File: config.mk
export PLATFORM = sky130hd
export DESIGN_NAME = bcd_serial_adder
export DESIGN_NICKNAME = d
export VERILOG_FILES = /design/src/rtl/bcd_serial_adder.sv
export SDC_FILE = /design/constraint.sdc
export NUM_CORES = 1
export LEC_CHECK = 0
export BUFFER_PORTS_ARGS = -buffer_cell sky130_fd_sc_hd__buf_2
export CAP_MARGIN = 25
export CORE_UTILIZATION = 54
export CTS_CLUSTER_SIZE = 20
export DETAILED_ROUTE_END_ITERATION = 12
export GPL_ROUTABILITY_DRIVEN = 0
export HOLD_SLACK_MARGIN = 0.05
export PLACE_DENSITY = 0.83
export SYNTH_ARGS = -nofsm -noshare
export SYNTH_HDL_FRONTEND = slang
export SYNTH_SLANG_ARGS = --single-unit
File: constraint.sdc
create_clock -name clk -period 4.2 [get_ports clk]
set_input_delay 0.84 -clock clk [delete_from_list [all_inputs] [get_ports clk]]
set_output_delay 0.84 -clock clk [all_outputs]
set_load 0.005 [all_outputs]
File: src/rtl/bcd_serial_adder.sv
// bcd_serial_adder
//   Multi-digit packed-BCD adder that walks the operands one decimal digit
//   per clock, least-significant digit first, through a single 4-bit BCD
//   digit-add stage. A start/busy/done handshake frames each operation.
//
// Ports
//   clk    : system clock, rising edge
//   rst_n  : asynchronous active-low reset
//   start  : operation request, sampled only when not busy (IDLE or FIN)
//   a, b   : packed-BCD operands, digit i at [4i+3:4i]
//   cin    : decimal carry into digit 0
//   busy   : high while digits are being processed
//   done   : one-cycle pulse when sum/cout/err hold a fresh result
//   sum    : packed-BCD result, held until the next completion
//   cout   : decimal carry out of the top digit
//   err    : some input digit of the last operation was above 9
module bcd_serial_adder #(
    parameter int DIGITS = 4
) (
    input  logic                clk,
    input  logic                rst_n,
    input  logic                start,
    input  logic [4*DIGITS-1:0] a,
    input  logic [4*DIGITS-1:0] b,
    input  logic                cin,
    output logic                busy,
    output logic                done,
    output logic [4*DIGITS-1:0] sum,
    output logic                cout,
    output logic                err
);
    localparam int W  = 4 * DIGITS;
    localparam int IW = (DIGITS > 1) ? $clog2(DIGITS) : 1;
    localparam logic [IW-1:0] LAST_IDX = IW'(DIGITS - 1);

    typedef enum logic [1:0] {
        IDLE,
        RUN,
        FIN
    } state_t;

    state_t state_reg, state_next;

    logic [W-1:0]  a_reg, b_reg;
    logic [W-1:0]  work_reg, work_next;
    logic [W-1:0]  sum_reg;
    logic [IW-1:0] idx_reg;
    logic          carry_reg;
    logic          err_acc_reg;
    logic          cout_reg;
    logic          err_reg;

    // Digit views of the shadow operands, selected by the running index
    logic [3:0] a_dig [DIGITS];
    logic [3:0] b_dig [DIGITS];
    logic [3:0] x_dig, y_dig;
    logic [4:0] t_bin;
    logic       dc;
    logic [3:0] d_sum;
    logic       dig_bad;

    genvar gi;
    generate
        for (gi = 0; gi < DIGITS; gi++) begin : g_digit
            assign a_dig[gi] = a_reg[4*gi +: 4];
            assign b_dig[gi] = b_reg[4*gi +: 4];
            // Working result with the digit being processed this cycle merged in,
            // so the completion edge can publish all digits at once.
            assign work_next[4*gi +: 4] = (idx_reg == IW'(gi)) ? d_sum : work_reg[4*gi +: 4];
        end
    endgenerate

    // Single shared BCD digit-add stage
    assign x_dig   = a_dig[idx_reg];
    assign y_dig   = b_dig[idx_reg];
    assign t_bin   = {1'b0, x_dig} + {1'b0, y_dig} + {4'b0000, carry_reg};
    // Decimal carry whenever the binary digit sum reaches 10 or more
    assign dc      = t_bin[4] | (t_bin[3] & t_bin[2]) | (t_bin[3] & t_bin[1]);
    // +6 correction wraps modulo 16; invalid digits are not saturated
    assign d_sum   = t_bin[3:0] + (dc ? 4'd6 : 4'd0);
    assign dig_bad = (x_dig > 4'd9) | (y_dig > 4'd9);

    always_comb begin
        state_next = state_reg;
        busy       = 1'b0;
        done       = 1'b0;
        case (state_reg)
            IDLE: begin
                if (start) state_next = RUN;
            end
            RUN: begin
                busy = 1'b1;
                if (idx_reg == LAST_IDX) state_next = FIN;
            end
            FIN: begin
                done       = 1'b1;
                state_next = start ? RUN : IDLE;
            end
            default: state_next = IDLE;
        endcase
    end

    always_ff @(posedge clk or negedge rst_n) begin
        if (!rst_n) begin
            state_reg   <= IDLE;
            a_reg       <= '0;
            b_reg       <= '0;
            work_reg    <= '0;
            sum_reg     <= '0;
            idx_reg     <= '0;
            carry_reg   <= 1'b0;
            err_acc_reg <= 1'b0;
            cout_reg    <= 1'b0;
            err_reg     <= 1'b0;
        end else begin
            state_reg <= state_next;
            case (state_reg)
                // FIN accepts a new start so operations can run back to back
                IDLE, FIN: begin
                    if (start) begin
                        a_reg       <= a;
                        b_reg       <= b;
                        carry_reg   <= cin;
                        idx_reg     <= '0;
                        work_reg    <= '0;
                        err_acc_reg <= 1'b0;
                    end
                end
                RUN: begin
                    work_reg    <= work_next;
                    carry_reg   <= dc;
                    err_acc_reg <= err_acc_reg | dig_bad;
                    idx_reg     <= idx_reg + IW'(1);
                    if (idx_reg == LAST_IDX) begin
                        sum_reg  <= work_next;
                        cout_reg <= dc;
                        err_reg  <= err_acc_reg | dig_bad;
                        idx_reg  <= '0;
                    end
                end
                default: ;
            endcase
        end
    end

    assign sum  = sum_reg;
    assign cout = cout_reg;
    assign err  = err_reg;

endmodule

==> reports/qor.csv, run 1 <==
metric,value,unit
postRouteAntennaNets,0,
grt_overflow,0,
reg2regPathDepth,15,
clockBufferDepth,2,
start_util,0.566,
viasPerCell,5.36,
worstSetupPathType,reg2reg,
crit_family,adder cells,
path_cells,mux4_1 > fa_1 > inv_1 > fa_1 > xor2_1 > nand2_1 > a221oi_2 > inv_1 > ha_1 > inv_1 > fa_1 > xnor2_1 > xnor2_2 > mux2i_1 > o21ai_1,
synth.distinct_cells,29,
die_area,6110,um2
ys_seq_area_frac,0.543,
netlist_instances,308,
yosysTopAreaCell,dfrtp_1,
syn_to_final_growth,18.4,%
fin_crit,3760,ps
fin_skew,5.58,ps
r2r_slack,440,ps
synth_top_cell_area_share,0.543,
antenna_cells,0,
clkTransAtPathRegs,70,ps
num_rows,27,
cap_violations,0,
synth_area,3130,um2
cp.arrival,4020,ps
report.final.slew_viol_count,0,
drt-initial-drc-count,109,
dr.pass1.iters,4,
cts_tree,built,
fin_tns_setup,0,ps
tightest_slew,998,ps
grt_usage,0.235,
grt_pass1_vias,2397,
synth_area_leaders,"dfrtp_1 (54%), nand2_1 (15%), mux4_2 (4.3%)",
crit_path_start_kind,register,
hold_viol,0,
fmax,0.266,GHz
hold_buffers,0,
fp.dieH,78.2,um
final_common_cell,nand2_1,
slowest_delay,610,ps
nets,412,
end_kind,register,
syn_nets,355,
port_buffers,55,
clock_latency,340,ps
io_pins,56,
cts_inserted_buffers,9,
wirelength,6320,um
drc,0,
routedWlPerCell,14.3,um
num_vias,2364,
grt_max_degree,47,
grt_pass1_wl,10900,um
syn_area_per_cell,10.2,um2
crit_path_max_fanout,7,
outcome,"finished, final reports clean",
r2r-start,idx_reg[0]$_DFFE_PN0P_,
dp_hpwl,4490,um
cts_sinks,68,
rsz0062_at_grt,no,
period_share,0.896,
cpMaxStageDelayCell,mux4_1,
die_x,78.2,um
hold_path_class,in2async,
cts_root_buffer,clkbuf_8,
maxSlewHeadroom,0.333,
finalSetupViolCount,0,
synth_warnings,0,
design.core.area,5540,um2
reg2reg_to,sum[7]$_DFFE_PN0P_,
critPathBufInv,3,
htree_levels,3,
final_cell_mix,"nand2_1 (126), dfrtp_1 (68), buf_2 (55)",
ys_ff_latch,68,
required,4460,ps
antenna_found_initial,0,
drive_above_1_share,0.252,
cell usage after synthesis:
master and count:
nand2_1 126, dfrtp_1 68, o21ai_1 16, clkbuf_1 13
a32o_1 12, inv_1 10, mux2i_1 10, ha_1 8
o21ai_0 8, mux4_2 6, fa_1 3, nor2_1 3
xnor2_1 3, a21o_1 2, buf_2 2, inv_2 2
mux4_1 2, nand2b_1 2, nor2b_1 2, a21oi_2 1
a221oi_2 1, a22o_1 1, a22oi_1 1, buf_1 1
buf_6 1, nor3_2 1, o21ai_2 1, or3_2 1
xor2_1 1
metal layers:
layer / GRT usage / part of all wire
met5: 0 / 0
met2: 0.402 / 0.50
met4: 0.0963 / 0.017
met1: 0.289 / 0.44
met3: 0.0535 / 0.043
cell type report:
class                   instances  area, um2
repair buffers                 63        348
clock inverters                 6       80.1
fillers                       459       1830
well taps                      72       90.1
inverters                      12       45.0
clock buffers                   9        124
flip-flops and latches         68       1700
multi-input cells             211       1320
repair_timing:
action / CTS / global route
resized for setup: 0 / 1
buffers inserted: 0 / 0
setup endpoints to repair: 0 / 1
worst max path at each step:
stage	slack, ps	startpoint	end	cells after the start
after global routing	200	idx_reg[0]$_DFFE_PN0P_	sum[7]$_DFFE_PN0P_	15
after detailed placement	290	idx_reg[0]$_DFFE_PN0P_	sum[7]$_DFFE_PN0P_	15
after floorplan	500	idx_reg[0]$_DFFE_PN0P_	sum[11]$_DFFE_PN0P_	16
final	440	idx_reg[0]$_DFFE_PN0P_	sum[7]$_DFFE_PN0P_	15
after global placement	560	idx_reg[0]$_DFFE_PN0P_	sum[3]$_DFFE_PN0P_	15
after CTS	210	idx_reg[0]$_DFFE_PN0P_	sum[7]$_DFFE_PN0P_	15
logic make-up after synthesis:
group                    count (synthesis)  synth area share
multiplexers                            18            0.0918
AO/OA/AOI/OAI                           43            0.0970
adder cells (fa/ha/maj)                 11            0.0511
flip-flops                              68             0.543
AND/OR/NAND/NOR                        135             0.168
XOR/XNOR                                 4            0.0112
buffers and inverters                   29            0.0379
metrics by stage:
step,utilization,cell area (um2),hold slack (ps),setup slack (ps),std cells
global placement,0.628,3480,452,565,425
global route,0.670,3710,287,201,441
finish,0.670,3710,298,439,441
detailed placement,0.628,3480,458,288,425
CTS,0.665,3680,474,210,440
floorplan,-,3130,437,504,308
worst reg2reg max path: cells and delay by family, from the launching register on:
family                     cells  cell delay (ps)
xor gates and xnor gates       3              670
AOI/OAI and AO/OA              2              460
buffers and inverters          3              230
DFF                            1              420
and+or+nand+nor                1              110
adders and majority gates      4             1000
muxes                          2              780
Power of run 1 is left out: the tool's default activity adds up to more than one toggle a clock period on the data nets, which glitch-free logic cannot reach.
==> inputs of run 2 (changes only) <==
Settings changed: CELL_PAD_IN_SITES_DETAIL_PLACEMENT set to 0, CELL_PAD_IN_SITES_GLOBAL_PLACEMENT set to 2, CORE_UTILIZATION 54 to 31, PLACE_DENSITY 0.83 to 0.79.
Clock period 4.2 ns to 3.4 ns, I/O delays scaled along.
==> run 2 against run 1 <==
Net effect:
- the run now ends with setup timing left
- critical path depth fell by 1
- global-route usage fell by 8.5 points
- maximum frequency rose by 9.1%
- clock skew rose by 5.7 ps
- setup slack got worse by 490 ps
- first-iteration DRC count fell by 44%
- design area rose by 6.1%
- sequential cell count did not move
==> reports/qor.csv, run 2 (synthesis results as in run 1) <==
metric,value,unit
outcome,finished with violations,
violations,setup timing,
start_util,0.321,
grt_overflow,0,
end_kind,register,
antenna_cells,0,
clock_latency,340,ps
htree_levels,3,
syn_to_final_growth,25.7,%
grt_max_degree,69,
clockBufferDepth,2,
fin_ws,-47.1,ps
die_area,10500,um2
fmax,0.290,GHz
drt-initial-drc-count,61,
grt_pass1_vias,2353,
cts_sinks,68,
crit_path_max_fanout,6,
grt_usage,0.150,
met2_usage,0.242,
final_cell_mix,"nand2_1 (124), dfrtp_1 (67), buf_2 (55)",
nets,422,
reg2regPathDepth,14,
viasPerCell,4.55,
cts_tree,built,
cts_inserted_buffers,9,
dp_hpwl,5160,um
maxSlewHeadroom,0.656,
tightest_slew,516,ps
cap_violations,0,
drc,0,
crit_path_start_kind,register,
worstSetupPathType,reg2reg,
hold_path_class,in2async,
finalSetupViolCount,2,
period_share,1.01,
drive_above_1_share,0.309,
grt_pass1_wl,11800,um
port_buffers,55,
reg2reg_to,work_reg[7]$_DFFE_PN0P_,
io_pins,56,
hold_viol,0,
fin_crit,3450,ps
rsz0062_at_grt,yes,
final_common_cell,nand2_1,
gr-usage-met3,0.0380,
die_x,103,um
fin_skew,11.2,ps
use_met1,0.198,
pre_cts_slack,-141,ps
cp.arrival,3680,ps
required,3630,ps
fp.dieH,103,um
design.core.area,9770,um2
routedWlPerCell,13.8,um
dr.pass1.iters,4,
num_rows,36,
cts_root_buffer,clkbuf_8,
busiest_layer,met2,
clkTransAtPathRegs,70,ps
r2r_slack,-50,ps
report.final.slew_viol_count,0,
wirelength,7050,um
postRouteAntennaNets,0,
num_vias,2332,
r2r-start,idx_reg[0]$_DFFE_PN0P_,
antenna_found_initial,0,
[run 2: changes by cell type in the layout (fill, tap and decap cells not counted), moves of 3 or more]
cell / change
fa_1: -3
inv_2: +3
inv_1: -3
fa_2: +3
buf_4: +8
[run 2: how the worst max path moves through the flow]
stage	start	to	slack (ps)	cells past startpoint
after global placement	idx_reg[0]$_DFFE_PN0P_	sum[3]$_DFFE_PN0P_	-50	16
after global routing	idx_reg[0]$_DFFE_PN0P_	work_reg[3]$_DFFE_PN0P_	-220	15
final	idx_reg[0]$_DFFE_PN0P_	work_reg[7]$_DFFE_PN0P_	-50	14
after floorplan	idx_reg[0]$_DFFE_PN0P_	sum[3]$_DFFE_PN0P_	-60	15
after detailed placement	idx_reg[0]$_DFFE_PN0P_	sum[3]$_DFFE_PN0P_	-140	16
after CTS	idx_reg[0]$_DFFE_PN0P_	sum[3]$_DFFE_PN0P_	-9	14
[run 2: what timing repair did]
| action | in CTS | in global routing |
|---|---|---|
| setup endpoints to repair | 8 | 13 |
| setup buffers | 0 | 3 |
| resized for setup | 2 | 3 |
| hold buffers | 0 | 0 |
| pin swaps | 7 | 9 |
[run 2: metal layers]
metal | share of wire | up-vias
met2 | 0.48 | 65
met1 | 0.46 | 1105
li1 | - | 1154
met5 | 0 | -
met4 | 0.011 | 0
met3 | 0.051 | 8
[run 2: worst max-delay path, cell delays in order, from the launching register on]
cell and delay, ps:
dfrtp_2 410, mux4_2 530, fa_2 380, inv_2 70, fa_2 450, nand2_2 90
a221oi_4 60, inv_1 70, ha_2 160, inv_2 30, fa_2 340, xnor2_2 160
xnor2_2 190, buf_4 160, a32o_1 230
[run 2: cell type report]
cell class | instances | area [um2]
Clock inverter | 5 | 77.6
Tap cell | 133 | 166
Fill cell | 1019 | 5840
Inverter | 12 | 45.0
Sequential cell | 68 | 1700
Timing Repair Buffer | 73 | 447
Clock buffer | 10 | 128
Multi-Input combinational cell | 211 | 1370
[run 2: stage by stage]
step,utilization,instances,setup TNS (ps),area [um2],hold slack (ps)
floorplan,-,308,-358,3190,384
global placement,0.377,494,-315,3680,454
detailed placement,0.377,494,-849,3680,463
CTS,0.398,508,-9.44,3890,352
global route,0.403,512,-1720,3940,369
finish,0.403,512,-93.2,3940,345
Power of run 2 is left out for the same reason.
